## src/rtl/shift_deser_pkg.sv

```systemverilog
// shift_deser_pkg
// Shared definitions for the serial-to-parallel frame receiver.
//   state_t          : receiver FSM states (PARITY is only used when the
//                      SHIFT_DESER_PARITY_EN build option is defined)
//   FRAME_START_BIT  : line level of a start bit
//   FRAME_STOP_BIT   : line level of a valid stop bit
package shift_deser_pkg;

  typedef enum logic [1:0] {
    IDLE   = 2'd0,
    DATA   = 2'd1,
    PARITY = 2'd2,
    STOP   = 2'd3
  } state_t;

  localparam logic FRAME_START_BIT = 1'b0;
  localparam logic FRAME_STOP_BIT  = 1'b1;

endpackage

```

## src/rtl/shift_deser.sv

```systemverilog
// shift_deser
// Serial-to-parallel frame receiver. Only cycles with ser_valid=1 advance the
// receiver. A frame is: start bit (0), DATA_W data bits LSB first, optional
// even-parity bit, stop bit (1). Good frames are presented on a valid/ready
// output; errors and overruns are reported as single-cycle pulses.
//
// Build option: SHIFT_DESER_PARITY_EN -- when defined, a parity bit follows
// the data bits and even parity over data+parity is checked.
//
// Ports:
//   clk        rising-edge clock
//   rst_n      synchronous active-low reset
//   ser_valid  qualifies ser_bit
//   ser_bit    serial bit from the upstream shift register
//   out_data   received word, stable while out_valid=1
//   out_valid  word available
//   out_ready  consumer accepts the word when out_valid & out_ready
//   frame_err  one-cycle pulse: bad stop bit (or bad parity)
//   overrun    one-cycle pulse: good frame dropped, output still held
module shift_deser
  import shift_deser_pkg::*;
#(
  parameter int DATA_W = 8
) (
  input  logic              clk,
  input  logic              rst_n,
  input  logic              ser_valid,
  input  logic              ser_bit,
  output logic [DATA_W-1:0] out_data,
  output logic              out_valid,
  input  logic              out_ready,
  output logic              frame_err,
  output logic              overrun
);

  // A 1-bit word still needs a 1-bit counter.
  localparam int CNT_W = (DATA_W > 1) ? $clog2(DATA_W) : 1;
  localparam logic [CNT_W-1:0] LAST_CNT = CNT_W'(DATA_W - 1);

  state_t             state_reg;
  logic [CNT_W-1:0]   cnt_reg;
  logic [DATA_W-1:0]  shift_reg;
  logic [DATA_W-1:0]  out_data_reg;
  logic               out_valid_reg;
  logic               frame_err_reg;
  logic               overrun_reg;
  logic               stop_good;
  logic               out_free;

`ifdef SHIFT_DESER_PARITY_EN
  logic               pend_err_reg;
  assign stop_good = (ser_bit == FRAME_STOP_BIT) && !pend_err_reg;
`else
  assign stop_good = (ser_bit == FRAME_STOP_BIT);
`endif

  // The holding register can take a new word if empty or being drained now.
  assign out_free = !out_valid_reg || out_ready;

  always_ff @(posedge clk) begin
    if (!rst_n) begin
      state_reg     <= IDLE;
      cnt_reg       <= '0;
      shift_reg     <= '0;
      out_data_reg  <= '0;
      out_valid_reg <= 1'b0;
      frame_err_reg <= 1'b0;
      overrun_reg   <= 1'b0;
`ifdef SHIFT_DESER_PARITY_EN
      pend_err_reg  <= 1'b0;
`endif
    end else begin
      frame_err_reg <= 1'b0;
      overrun_reg   <= 1'b0;

      // Handshake completes; a load below in the same cycle overrides this.
      if (out_valid_reg && out_ready) begin
        out_valid_reg <= 1'b0;
      end

      if (ser_valid) begin
        case (state_reg)
          IDLE: begin
            if (ser_bit == FRAME_START_BIT) begin
              state_reg <= DATA;
              cnt_reg   <= '0;
`ifdef SHIFT_DESER_PARITY_EN
              pend_err_reg <= 1'b0;
`endif
            end
          end

          DATA: begin
            shift_reg[cnt_reg] <= ser_bit;
            if (cnt_reg == LAST_CNT) begin
              cnt_reg <= '0;
`ifdef SHIFT_DESER_PARITY_EN
              state_reg <= PARITY;
`else
              state_reg <= STOP;
`endif
            end else begin
              cnt_reg <= cnt_reg + 1'b1;
            end
          end

`ifdef SHIFT_DESER_PARITY_EN
          PARITY: begin
            // Even parity: XOR of all data bits and the parity bit must be 0.
            pend_err_reg <= (^shift_reg) ^ ser_bit;
            state_reg    <= STOP;
          end
`endif

          STOP: begin
            state_reg <= IDLE;
            if (!stop_good) begin
              frame_err_reg <= 1'b1;
            end else if (out_free) begin
              out_data_reg  <= shift_reg;
              out_valid_reg <= 1'b1;
            end else begin
              overrun_reg <= 1'b1;
            end
          end

          default: state_reg <= IDLE;
        endcase
      end
    end
  end

  assign out_data  = out_data_reg;
  assign out_valid = out_valid_reg;
  assign frame_err = frame_err_reg;
  assign overrun   = overrun_reg;

endmodule

```

## config.mk

```make
export PLATFORM = sky130hd
export DESIGN_NAME = shift_deser
export DESIGN_NICKNAME = d
export VERILOG_FILES = /design/src/rtl/shift_deser_pkg.sv /design/src/rtl/shift_deser.sv
export SDC_FILE = /design/constraint.sdc
export NUM_CORES = 1
export LEC_CHECK = 0
export CAP_MARGIN = 20
export CORE_UTILIZATION = 50
export CTS_CLUSTER_SIZE = 24
export DETAILED_ROUTE_END_ITERATION = 16
export PLACE_DENSITY_LB_ADDON = 0.08
export SYNTH_ARGS = -nofsm -noshare
export SYNTH_HDL_FRONTEND = slang
export SYNTH_SLANG_ARGS = --single-unit
```

## constraint.sdc

```tcl
create_clock -name clk -period 1.45 [get_ports clk]
set_input_delay 0.2175 -clock clk [delete_from_list [all_inputs] [get_ports clk]]
set_output_delay 0.2175 -clock clk [all_outputs]
set_load 0.05 [all_outputs]
```

Word level (Yosys, flattened, before mapping)

Index checks and enable logic that the tools add are counted.
W data, S select, Z words.

Reductions and logical operators: 12
Add/subtract/negate cells: 1
Multiplexer cells: 16
Equal/unequal tests: 5
Magnitude comparators: 2

Operators with widths:

| cell                  | count |
|---|---|
| $reduce_and A3 Y1     | 3 |
| $bwmux W8             | 1 |
| $mux W1               | 8 |
| $reduce_and A4 Y1     | 2 |
| $mux W3               | 2 |
| $pmux W3 S2           | 1 |
| $lt A3 B4 Y1 const B  | 1 |
| $mux W2               | 2 |
| $ne A2 B2 Y1 const B  | 2 |
| $pmux W2 S2           | 1 |
| $add A3 B1 Y3 const B | 1 |
| $demux W1 S3          | 1 |
| $eq A3 B3 Y1 const B  | 1 |
| $ge A3 B1 Y1 const B  | 1 |
| $eq A2 B1 Y1 const B  | 1 |
| $eq A2 B2 Y1 const B  | 1 |
| $logic_and A1 B1 Y1   | 2 |
| $logic_not A2 Y1      | 1 |
| $reduce_and A2 Y1     | 1 |
| $reduce_bool A2 Y1    | 1 |
| $logic_not A1 Y1      | 1 |
| $logic_or A1 B1 Y1    | 1 |

Input bits: 5
Output and inout bits: 11
Flip-flop bits (word level): 24
Logic and storage cells: 43

Depth between registers and ports, before layout

Gate-level depths: netlist of the first run.

Word-level depth: 6
Mapped depth: 5

Worst setup path after synthesis of the first run

No wires, ideal clock.

Kind: reg2reg
From: register out_valid_reg, in the netlist out_valid
To: register out_data_reg[0], in the netlist out_data[0]
Data arrival time: 1.245 ns
Clock period less this slack: 1.368 ns
Slack: 0.082 ns
Stages on the path, launching flop included: 4
Path through: dfxtp_1 > nor2b_1 > nor2_8 > mux2i_1

Word-level cells in the longest chain between the ends: 3

RTL lines:

| what                               | RTL line           | source |
|---|---|---|
| from (decl)                        | shift_deser.sv:44  | `logic out_valid_reg;` |
| from (signal assigned)             | shift_deser.sv:66  | `out_valid_reg <= 1'b0;` |
| from (signal assigned)             | shift_deser.sv:78  | `out_valid_reg <= 1'b0;` |
| from (signal assigned)             | shift_deser.sv:121 | `out_valid_reg <= 1'b1;` |
| $logic_not A1 Y1                   | shift_deser.sv:58  | `assign out_free = !out_valid_reg \|\| out_ready;` |
| $logic_or A1 B1 Y1                 | shift_deser.sv:58  |  |
| $reduce_and A4 Y1 (no source line) | -                  |  |
| to (signal assigned)               | shift_deser.sv:120 | `out_data_reg <= shift_reg;` |
| to (decl)                          | shift_deser.sv:43  | `logic [DATA_W-1:0] out_data_reg;` |

No other way between the ends.
A chain may end at the register's enable or synchronous reset.

Worst setup path after layout of the first run

From: register state_reg[1]
To: register out_data_reg[0], in the netlist out_data[0]

Word-level cells in the longest chain between the ends: 2

RTL lines:

| what                               | RTL line           | source |
|---|---|---|
| from (decl)                        | shift_deser.sv:40  | `state_t state_reg;` |
| from (signal assigned)             | shift_deser.sv:62  | `state_reg <= IDLE;` |
| from (signal assigned)             | shift_deser.sv:85  | `state_reg <= DATA;` |
| from (signal assigned)             | shift_deser.sv:100 | `state_reg <= STOP;` |
| $eq A2 B2 Y1                       | shift_deser.sv:82  | `case (state_reg)` |
| $reduce_and A4 Y1 (no source line) | -                  |  |

No other way between the ends.

==> results of run 1 <==
-- logic make-up after synthesis --
logic type	count (synthesis)	share of synthesized area (%)
AND/OR/NAND/NOR	50	28.1
adder cells (fa/ha/maj)	2	2.36
AO/OA/AOI/OAI	8	4.72
flip-flops	24	45.3
multiplexers	17	16.1
buffers and inverters	7	3.42
-- layout make-up --
class / instances / area, um^2
fillers: 159 / 581
flip-flops and latches: 24 / 480
clock inverters: 1 / 30.0
well taps: 27 / 33.8
inverters: 1 / 3.75
multi-input cells: 77 / 543
clock buffers: 3 / 22.5
repair buffers: 22 / 288
-- report_power, final --
| part | total, mW | internal, mW | switching [mW] |
|---|---|---|---|
| combinational | 0.0638 | 0.0295 | 0.0344 |
| clock | 0.474 | 0.280 | 0.194 |
| sequential | 0.672 | 0.664 | 0.00847 |
-- cells in the mapped netlist (all sizes together) --
| cell | instances |
|---|---|
| nor2b | 2 |
| nor3 | 5 |
| nand3 | 2 |
| nor4 | 2 |
| nand4 | 2 |
| or2 | 1 |
| dfxtp | 24 |
| a21oi | 1 |
| and2 | 1 |
| inv | 1 |
| clkbuf | 2 |
| ha | 2 |
| nand2 | 22 |
| nor2 | 6 |
| nand4b | 2 |
| nand2b | 4 |
| a21boi | 4 |
| buf | 4 |
| mux2i | 17 |
| o21ai | 3 |
| nand4bb | 1 |
-- layer usage --
layer	wire length, um	share of wire (%)	track usage, %
met2	913	48	31.1
met3	65	3.4	4.53
met5	0	0	0
met4	29	1.5	6.67
met1	882	47	24.9
-- critical path: stages, from the launching register on --
cell and delay [ps]:
sky130_fd_sc_hd__dfxtp_1 560, sky130_fd_sc_hd__nand4_4 200, sky130_fd_sc_hd__nor2_8 260, sky130_fd_sc_hd__mux2i_1 210
-- worst min-delay path by stage --
stage / from / end / slack (ps)
floorplan: ser_bit / frame_err / 290
global placement: shift_reg[1] / shift_reg[1] / 460
detailed placement: shift_reg[1] / shift_reg[1] / 470
CTS: shift_reg[1] / shift_reg[1] / 490
global route: shift_reg[0] / shift_reg[0] / 500
finish: shift_reg[6] / out_data[6] / 480
==> impl_metrics.yaml, run 1 <==
placed_design:
  post-place-cells: 151
  place.detailed.hpwl_um: 1430
  routabilityCongestion: 0.867
  placed_cell_area_mm2: 0.00135
  placement.setup.worst_slack_ps: -88.3
  port_buffers: 15
clocking:
  cts_made_buffers: 3
  clkLatencyLatePin_ps: 320
  cts_resized: 0
  clock_tree.htree_level_count: 1
  cts.reportedPaths.clkPinSlew_ps: 130
  cts_max_path_buffers: 2
  postCtsSetupBuffers: 0
  cts_root_buffer: "sky130_fd_sc_hd__clkbuf_4"
  cts_num_sinks: 24
  clock_tree_from_tritoncts: "yes"
  hold_buffers: 0
critical_path:
  critPathLaunch: "state_reg[1]"
  worst-setup-path-type: "register to register"
  critical_path.endpoint: "out_data[0]"
  r2r-start: "state_reg[1]"
  critical_path_arrival_ps: 1540
  cp.required_ps: 1710
  timing.critical_path.to_type: "register"
  worst-r2r-cell-count: 3
  worst-path-max-fanout: 10
  regToRegEndpoint: "out_data[0]"
  critical_path.startpoint_type: "register"
  r2r_slack_ps: 170
global_route:
  grt_util_all_layers_pct: 19.2
  grt_first_pass_wirelength_um: 3030
  first_global_vias: 701
  antenna_violations_before_repair: 0
  grt_start_max_net_pins: 15
  grt-ovfl-total: 0
hold_path:
  timing.hold.worst.class: "register to register"
  hold_depth: 2
finish:
  antenna_cells: 0
  drive_above_1_share_pct: 22.7
  area_growth_pct: 32.2
  mostFrequentLayoutCell: "sky130_fd_sc_hd__dfxtp_1"
  num-nets-final: 136
  layoutNonFillerInstCount: 155
  post-route-util_pct: 70.7
  final_design_area_no_fill_mm2: 0.00140
  final_cell_mix: "sky130_fd_sc_hd__dfxtp_1 (24), sky130_fd_sc_hd__nand2_1 (21), sky130_fd_sc_hd__mux2i_1 (17)"
route:
  routed_wl_um: 1890
  detail_route.wl_per_cell_um: 12.2
  via_count: 819
  number_of_drc_markers_after_the_initial_detailed_route_iteration: 11
  drtPass1Iterations: 4
  antenna_left: 0
  drc_errors: 0
  routed_via_density: 5.28
timing:
  setup_total_negative_slack_ps: 0
  max_fclk_ghz: 0.781
  clock-skew-final_ps: 9.78
  rsz_0062_raised_after_global_routing: "false"
  finalWorstPathRequiredPeriod_ps: 1280
  fin_hold_ws_ps: 483
  worst_pin_slew_ps: 362
  hold_viol: 0
  final-max-slew-violation-count: 0
  worst_slack_ps: 169
  final-setup-viol-count: 0
  relSlewSlack_pct: 75.8
  timing.final.crit_share_pct: 88.4
yosys:
  post_synth_main_area_contributors: "sky130_fd_sc_hd__dfxtp_1 (45%), sky130_fd_sc_hd__mux2i_1 (16%), sky130_fd_sc_hd__nand2_1 (7.4%), sky130_fd_sc_hd__ha_1 (2.4%), sky130_fd_sc_hd__nand2b_1 (2.4%)"
  syn_area_per_cell_um2: 9.81
  synth_cell_types: 27
  synth_area_mm2: 0.00106
  synth_seq_area_share_pct: 45.3
  number_of_standard_cells_after_synthesis: 108
  ys_seq_elements: 24
  synth.top_cell.area_share_pct: 45.3
  synth-warning-count: 0
  synthesis.nets: 115
  synth_top_area_cell: "sky130_fd_sc_hd__dfxtp_1"
floorplan:
  start_util_pct: 53.5
  die_h_um: 48.0
  io_pins: 16
  die_area_mm2: 0.00231
  floorplan.die.width_um: 48.0
  placeableCoreArea_mm2: 0.00198
  rows: 16
status:
  outcome: "finished, final reports clean"
flow_run:
  maxCapViolations: 0
power_and_ir_drop:
  leakagePower_nw: 0.500
  power_mw: 1.21
  powerDensity_mw_per_mm2: 863
  worst_ir_drop_vdd_mv: 0.816
Note: power is estimated with default switching activity, not from simulation.
==> inputs of run 2 (changes only) <==
--- a/config.mk
+++ b/config.mk
@@ -6,7 +6,7 @@
 export NUM_CORES = 1
 export LEC_CHECK = 0
 export CAP_MARGIN = 20
-export CORE_UTILIZATION = 50
+export CORE_UTILIZATION = 46
 export CTS_CLUSTER_SIZE = 24
 export DETAILED_ROUTE_END_ITERATION = 16
 export PLACE_DENSITY_LB_ADDON = 0.08
==> constraint.sdc (replaced) <==
create_clock -name clk -period 1.15 [get_ports clk]
set_input_delay 0.1725 -clock clk [delete_from_list [all_inputs] [get_ports clk]]
set_output_delay 0.1725 -clock clk [all_outputs]
set_load 0.05 [all_outputs]
==> impl_metrics.yaml, run 2 (synthesized netlist as in run 1, its figures left out) <==
status:
  outcome: "finished, final reports clean"
floorplan:
  die_h_um: 50
  die_area_mm2: 0.00250
  io_pins: 16
  start_util_pct: 48.4
  floorplan.die.width_um: 50
  placeableCoreArea_mm2: 0.00219
  rows: 17
timing:
  final-setup-viol-count: 0
  rsz_0062_raised_after_global_routing: "true"
  timing.final.crit_share_pct: 99.2
  worst_pin_slew_ps: 269
  max_fclk_ghz: 0.876
  hold_viol: 0
  relSlewSlack_pct: 82.1
  finalWorstPathRequiredPeriod_ps: 1140
  clock-skew-final_ps: 7.79
  final-max-slew-violation-count: 0
  worst_slack_ps: 8.93
finish:
  num-fill-cells: 157
  final-seq-area_um2: 500
  mostFrequentLayoutCell: "sky130_fd_sc_hd__nand2_1"
  layoutNonFillerInstCount: 163
  area_growth_pct: 51.2
  antenna_cells: 0
  post-route-util_pct: 73.2
  final_design_area_no_fill_mm2: 0.00160
  area_of_combinational_cells_with_multiple_inputs_um2: 631
  final_cell_mix: "sky130_fd_sc_hd__nand2_1 (21), sky130_fd_sc_hd__dfxtp_1 (18), sky130_fd_sc_hd__mux2i_1 (17)"
  drive_above_1_share_pct: 39.3
  num-nets-final: 143
clocking:
  cts.reportedPaths.clkPinSlew_ps: 140
  clock_tree_from_tritoncts: "yes"
  cts_made_buffers: 3
  hold_buffers: 0
  cts_root_buffer: "sky130_fd_sc_hd__clkbuf_4"
  cts_max_path_buffers: 2
  clock_tree.htree_level_count: 1
  clkLatencyLatePin_ps: 320
  cts_num_sinks: 24
global_route:
  grt_start_max_net_pins: 17
  antenna_violations_before_repair: 0
  grt_first_pass_wirelength_um: 3800
  grt-ovfl-total: 0
  grt_util_all_layers_pct: 20.1
  first_global_vias: 841
critical_path:
  worstSetupPathDepth: 3
  critical_path.slowest_cell: "sky130_fd_sc_hd__dfxtp_4"
  critical_path.startpoint_type: "register"
  worst-r2r-cell-count: 3
  worst-path-max-fanout: 4
  crit_path_cell_trace: "or2_4, nor4_4, mux2i_1"
  timing.critical_path.to_type: "register"
  critical_path_buf_inv_count: 0
  r2r_slack_ps: 9
  critical_path_arrival_ps: 1390
  cp_top_family: "simple AND/OR/NAND/NOR gates"
  worst-setup-path-type: "register to register"
  cp.required_ps: 1400
  cpPeakStageDelay_ps: 380
placed_design:
  routabilityCongestion: 0.767
  placement.setup.worst_slack_ps: -385
  placed_cell_area_mm2: 0.00141
  place.detailed.hpwl_um: 1580
  port_buffers: 15
  post-place-cells: 155
route:
  detail_route.wl_per_cell_um: 14.4
  routed_wl_um: 2350
  drc_errors: 0
  antenna_left: 0
  routed_via_density: 5.24
  via_count: 854
  number_of_drc_markers_after_the_initial_detailed_route_iteration: 10
  drtPass1Iterations: 4
power_and_ir_drop:
  share_seq_of_total_power_pct: 54.1
  comb_power_share_pct: 6.7
  fraction_of_power_spent_switching_nets_pct: 20.5
  netSwitchingPower_mw: 0.317
  clock_power_share_pct: 39.2
  leakagePower_nw: 0.551
  worst_ir_drop_vdd_mv: 1.19
  internal_power_mw: 1.23
  powerDensity_mw_per_mm2: 966
  power_mw: 1.55
hold_path:
  hold_depth: 2
  timing.hold.worst.class: "register to register"
flow_run:
  maxCapViolations: 0
## run 2: cell types whose count changed in the layout (fill, tap and decap cells not counted), moves of 3 or more
| cell | before | now |
|---|---|---|
| sky130_fd_sc_hd__dfxtp_1 | 24 | 18 |
| sky130_fd_sc_hd__dfxtp_4 | 0 | 5 |
| sky130_fd_sc_hd__buf_12 | 9 | 12 |
| sky130_fd_sc_hd__buf_4 | 9 | 12 |
| sky130_fd_sc_hd__nor2_1 | 5 | 2 |
| sky130_fd_sc_hd__nor3_1 | 4 | 1 |
| sky130_fd_sc_hd__nor3_2 | 1 | 4 |
## run 2: final cells by class
cell class,instances,share of cell area [%]
Clock buffer,3,1.41
Multi-Input combinational cell,77,39.3
Tap cell,28,2.19
Timing Repair Buffer,29,23.7
Clock inverter,1,1.87
Inverter,1,0.234
Sequential cell,24,31.2
## run 2: per-stage QoR
| step | hold WS (ps) | TNS (ps) |
|---|---|---|
| 2_1_floorplan | 249 | 0 |
| 3_3_place_gp | 463 | -5970 |
| 3_5_place_dp | 472 | -6690 |
| 4_1_cts | 490 | -56.4 |
| 5_1_grt | 485 | -220 |
| 6_report | 487 | 0 |
## run 2: tightest hold or removal path: stages (launching register included)
cell and delay, ps:
sky130_fd_sc_hd__dfxtp_1 320, sky130_fd_sc_hd__nand2_1 70, sky130_fd_sc_hd__mux2i_1 60
## run 2: per-layer routing
layer | track usage, % | up-vias | wire, um | part of all wire, %
met3 | 4.01 | 2 | 75 | 3.2
li1 | - | 423 | - | -
met1 | 24.7 | 411 | 1080 | 46
met2 | 34.2 | 18 | 1180 | 50
met4 | 7.14 | 0 | 14 | 0.60
met5 | 0 | - | 0 | 0
## run 2: final timing paths
kind                      from            to
setup reg to reg    cnt_reg[2]  shift_reg[0]
setup / recovery    cnt_reg[2]  shift_reg[0]
hold reg to reg   shift_reg[1]  shift_reg[1]
hold / removal    shift_reg[1]  shift_reg[1]
## run 2: power by group through the flow
stage,Sequential (mW),Combinational (mW),Clock (mW)
global route,0.838,0.111,0.664
finish,0.836,0.104,0.607
CTS,0.843,0.0949,0.620
detailed placement,0.863,0.0929,0
global placement,0.863,0.0905,0
floorplan,0.859,0.0516,0
## run 2: repair_timing
action | in CTS | in global routing
gates resized for setup | 8 | 21
buffers inserted | 1 | 3
pin swaps | 4 | 12
setup endpoints to repair | 14 | 20
==> inputs of run 3 (changes only) <==
--- a/config.mk
+++ b/config.mk
@@ -6,10 +6,11 @@
 export NUM_CORES = 1
 export LEC_CHECK = 0
 export CAP_MARGIN = 20
-export CORE_UTILIZATION = 46
+export CORE_UTILIZATION = 40
 export CTS_CLUSTER_SIZE = 24
 export DETAILED_ROUTE_END_ITERATION = 16
 export PLACE_DENSITY_LB_ADDON = 0.08
+export SETUP_SLACK_MARGIN = 0.2
 export SYNTH_ARGS = -nofsm -noshare
 export SYNTH_HDL_FRONTEND = slang
 export SYNTH_SLANG_ARGS = --single-unit
==> impl_metrics.yaml, run 3 (synthesized netlist as in run 1, its figures left out) <==
timing:
  timing.final.crit_share_pct: 97.4
  max_fclk_ghz: 0.892
  clock-skew-final_ps: 8.85
  worst_pin_slew_ps: 225
  relSlewSlack_pct: 85.0
  final-setup-viol-count: 0
  final-max-slew-violation-count: 0
  hold_viol: 0
  setup_total_negative_slack_ps: 0
  rsz_0062_raised_after_global_routing: "true"
  finalWorstPathRequiredPeriod_ps: 1120
finish:
  mostFrequentLayoutCell: "sky130_fd_sc_hd__nand2_1"
  area_growth_pct: 61.9
  antenna_cells: 0
  final_design_area_no_fill_mm2: 0.00172
  layoutNonFillerInstCount: 172
  num-fill-cells: 191
  drive_above_1_share_pct: 51.4
  num-nets-final: 150
  final_cell_mix: "sky130_fd_sc_hd__nand2_1 (20), sky130_fd_sc_hd__mux2i_1 (17), sky130_fd_sc_hd__buf_4 (16)"
global_route:
  grt_first_pass_wirelength_um: 3880
  antenna_violations_before_repair: 0
  first_global_vias: 906
  grt-ovfl-total: 0
  grt_util_all_layers_pct: 19.1
  grt_start_max_net_pins: 15
flow_run:
  maxCapViolations: 0
critical_path:
  critical_path.startpoint_type: "register"
  worst-path-max-fanout: 7
  crit_path_cell_trace: "buf_4, nor4_4, mux2i_1"
  worst-setup-path-type: "register to register"
  critical_path.slowest_cell: "sky130_fd_sc_hd__dfxtp_4"
  critical_path_arrival_ps: 1380
  cp.required_ps: 1410
  timing.critical_path.to_type: "register"
  cp_top_family: "flip-flops"
  critical_path_buf_inv_count: 1
  cpPeakStageDelay_ps: 400
placed_design:
  place.detailed.hpwl_um: 1510
  routabilityCongestion: 0.747
  post-place-cells: 158
  port_buffers: 15
  placed_cell_area_mm2: 0.00149
hold_path:
  timing.hold.worst.class: "primary input to register"
route:
  detail_route.wl_per_cell_um: 13.8
  drc_errors: 0
  routed_wl_um: 2370
  number_of_drc_markers_after_the_initial_detailed_route_iteration: 13
  via_count: 888
  drtPass1Iterations: 4
  routed_via_density: 5.16
  antenna_left: 0
clocking:
  cts_made_buffers: 3
  clkLatencyLatePin_ps: 320
  clock_tree.htree_level_count: 1
  clock_tree_from_tritoncts: "yes"
  cts.reportedPaths.clkPinSlew_ps: 140
  cts_max_path_buffers: 2
  hold_buffers: 0
  cts_num_sinks: 24
  cts_root_buffer: "sky130_fd_sc_hd__clkbuf_4"
floorplan:
  die_area_mm2: 0.00286
  io_pins: 16
  start_util_pct: 42.4
  rows: 18
  placeableCoreArea_mm2: 0.00250
  floorplan.die.width_um: 53.5
  die_h_um: 53.5
power_and_ir_drop:
  powerDensity_mw_per_mm2: 875
  worst_ir_drop_vdd_mv: 0.778
  power_mw: 1.50
  leakagePower_nw: 0.603
status:
  outcome: "finished, final reports clean"
==> run 3: through the flow <==
stage	setup WS [ps]	hold slack, ps	util [%]
after global routing	-21.2	223	68.6
after global placement	-345	460	59.8
final	29.4	231	68.6
after CTS	33.3	223	66.2
after floorplan	86.9	249	-
after detailed placement	-349	465	59.8
==> run 3: final timing paths <==
path	endpoint	slack (ps)	cells after the start	start
setup reg to reg	shift_reg[0]	30	3	cnt_reg[0]
setup / recovery	shift_reg[0]	30	3	cnt_reg[0]
hold reg to reg	out_data[6]	480	2	shift_reg[6]
hold / removal	frame_err	230	2	ser_bit
==> run 3: layout make-up <==
cell class,count,area (um^2),share of cell area (%)
well taps,30,37.5,2.19
multi-input cells,77,668,38.9
repair buffers,36,443,25.8
inverters,1,3.75,0.219
clock buffers,4,47.5,2.77
flip-flops and latches,24,515,30.1
==> run 3: what timing repair did <==
item                       CTS  global route
pin swaps                    8             6
buffers inserted             8             2
setup endpoints to repair   33            34
gates resized for setup     28            11
==> run 3: where the power goes <==
group / switching (mW) / total (mW) / internal (mW)
Combinational: 0.0647 / 0.129 / 0.0640
Sequential: 0.0109 / 0.837 / 0.826
Clock: 0.271 / 0.536 / 0.266
==> run 3: worst reg2reg max path, stage by stage, from the launching register on <==
cell and delay, ps:
sky130_fd_sc_hd__dfxtp_4 400, sky130_fd_sc_hd__buf_4 160, sky130_fd_sc_hd__nor4_4 280, sky130_fd_sc_hd__mux2i_1 220
==> run 3: layer usage <==
metal	up-vias	GRT usage (%)	part of all wire, %
met5	-	0	0
met4	0	7.46	1.0
met3	4	6.61	4.0
met2	19	33.1	49
met1	419	20.9	46
li1	446	-	-
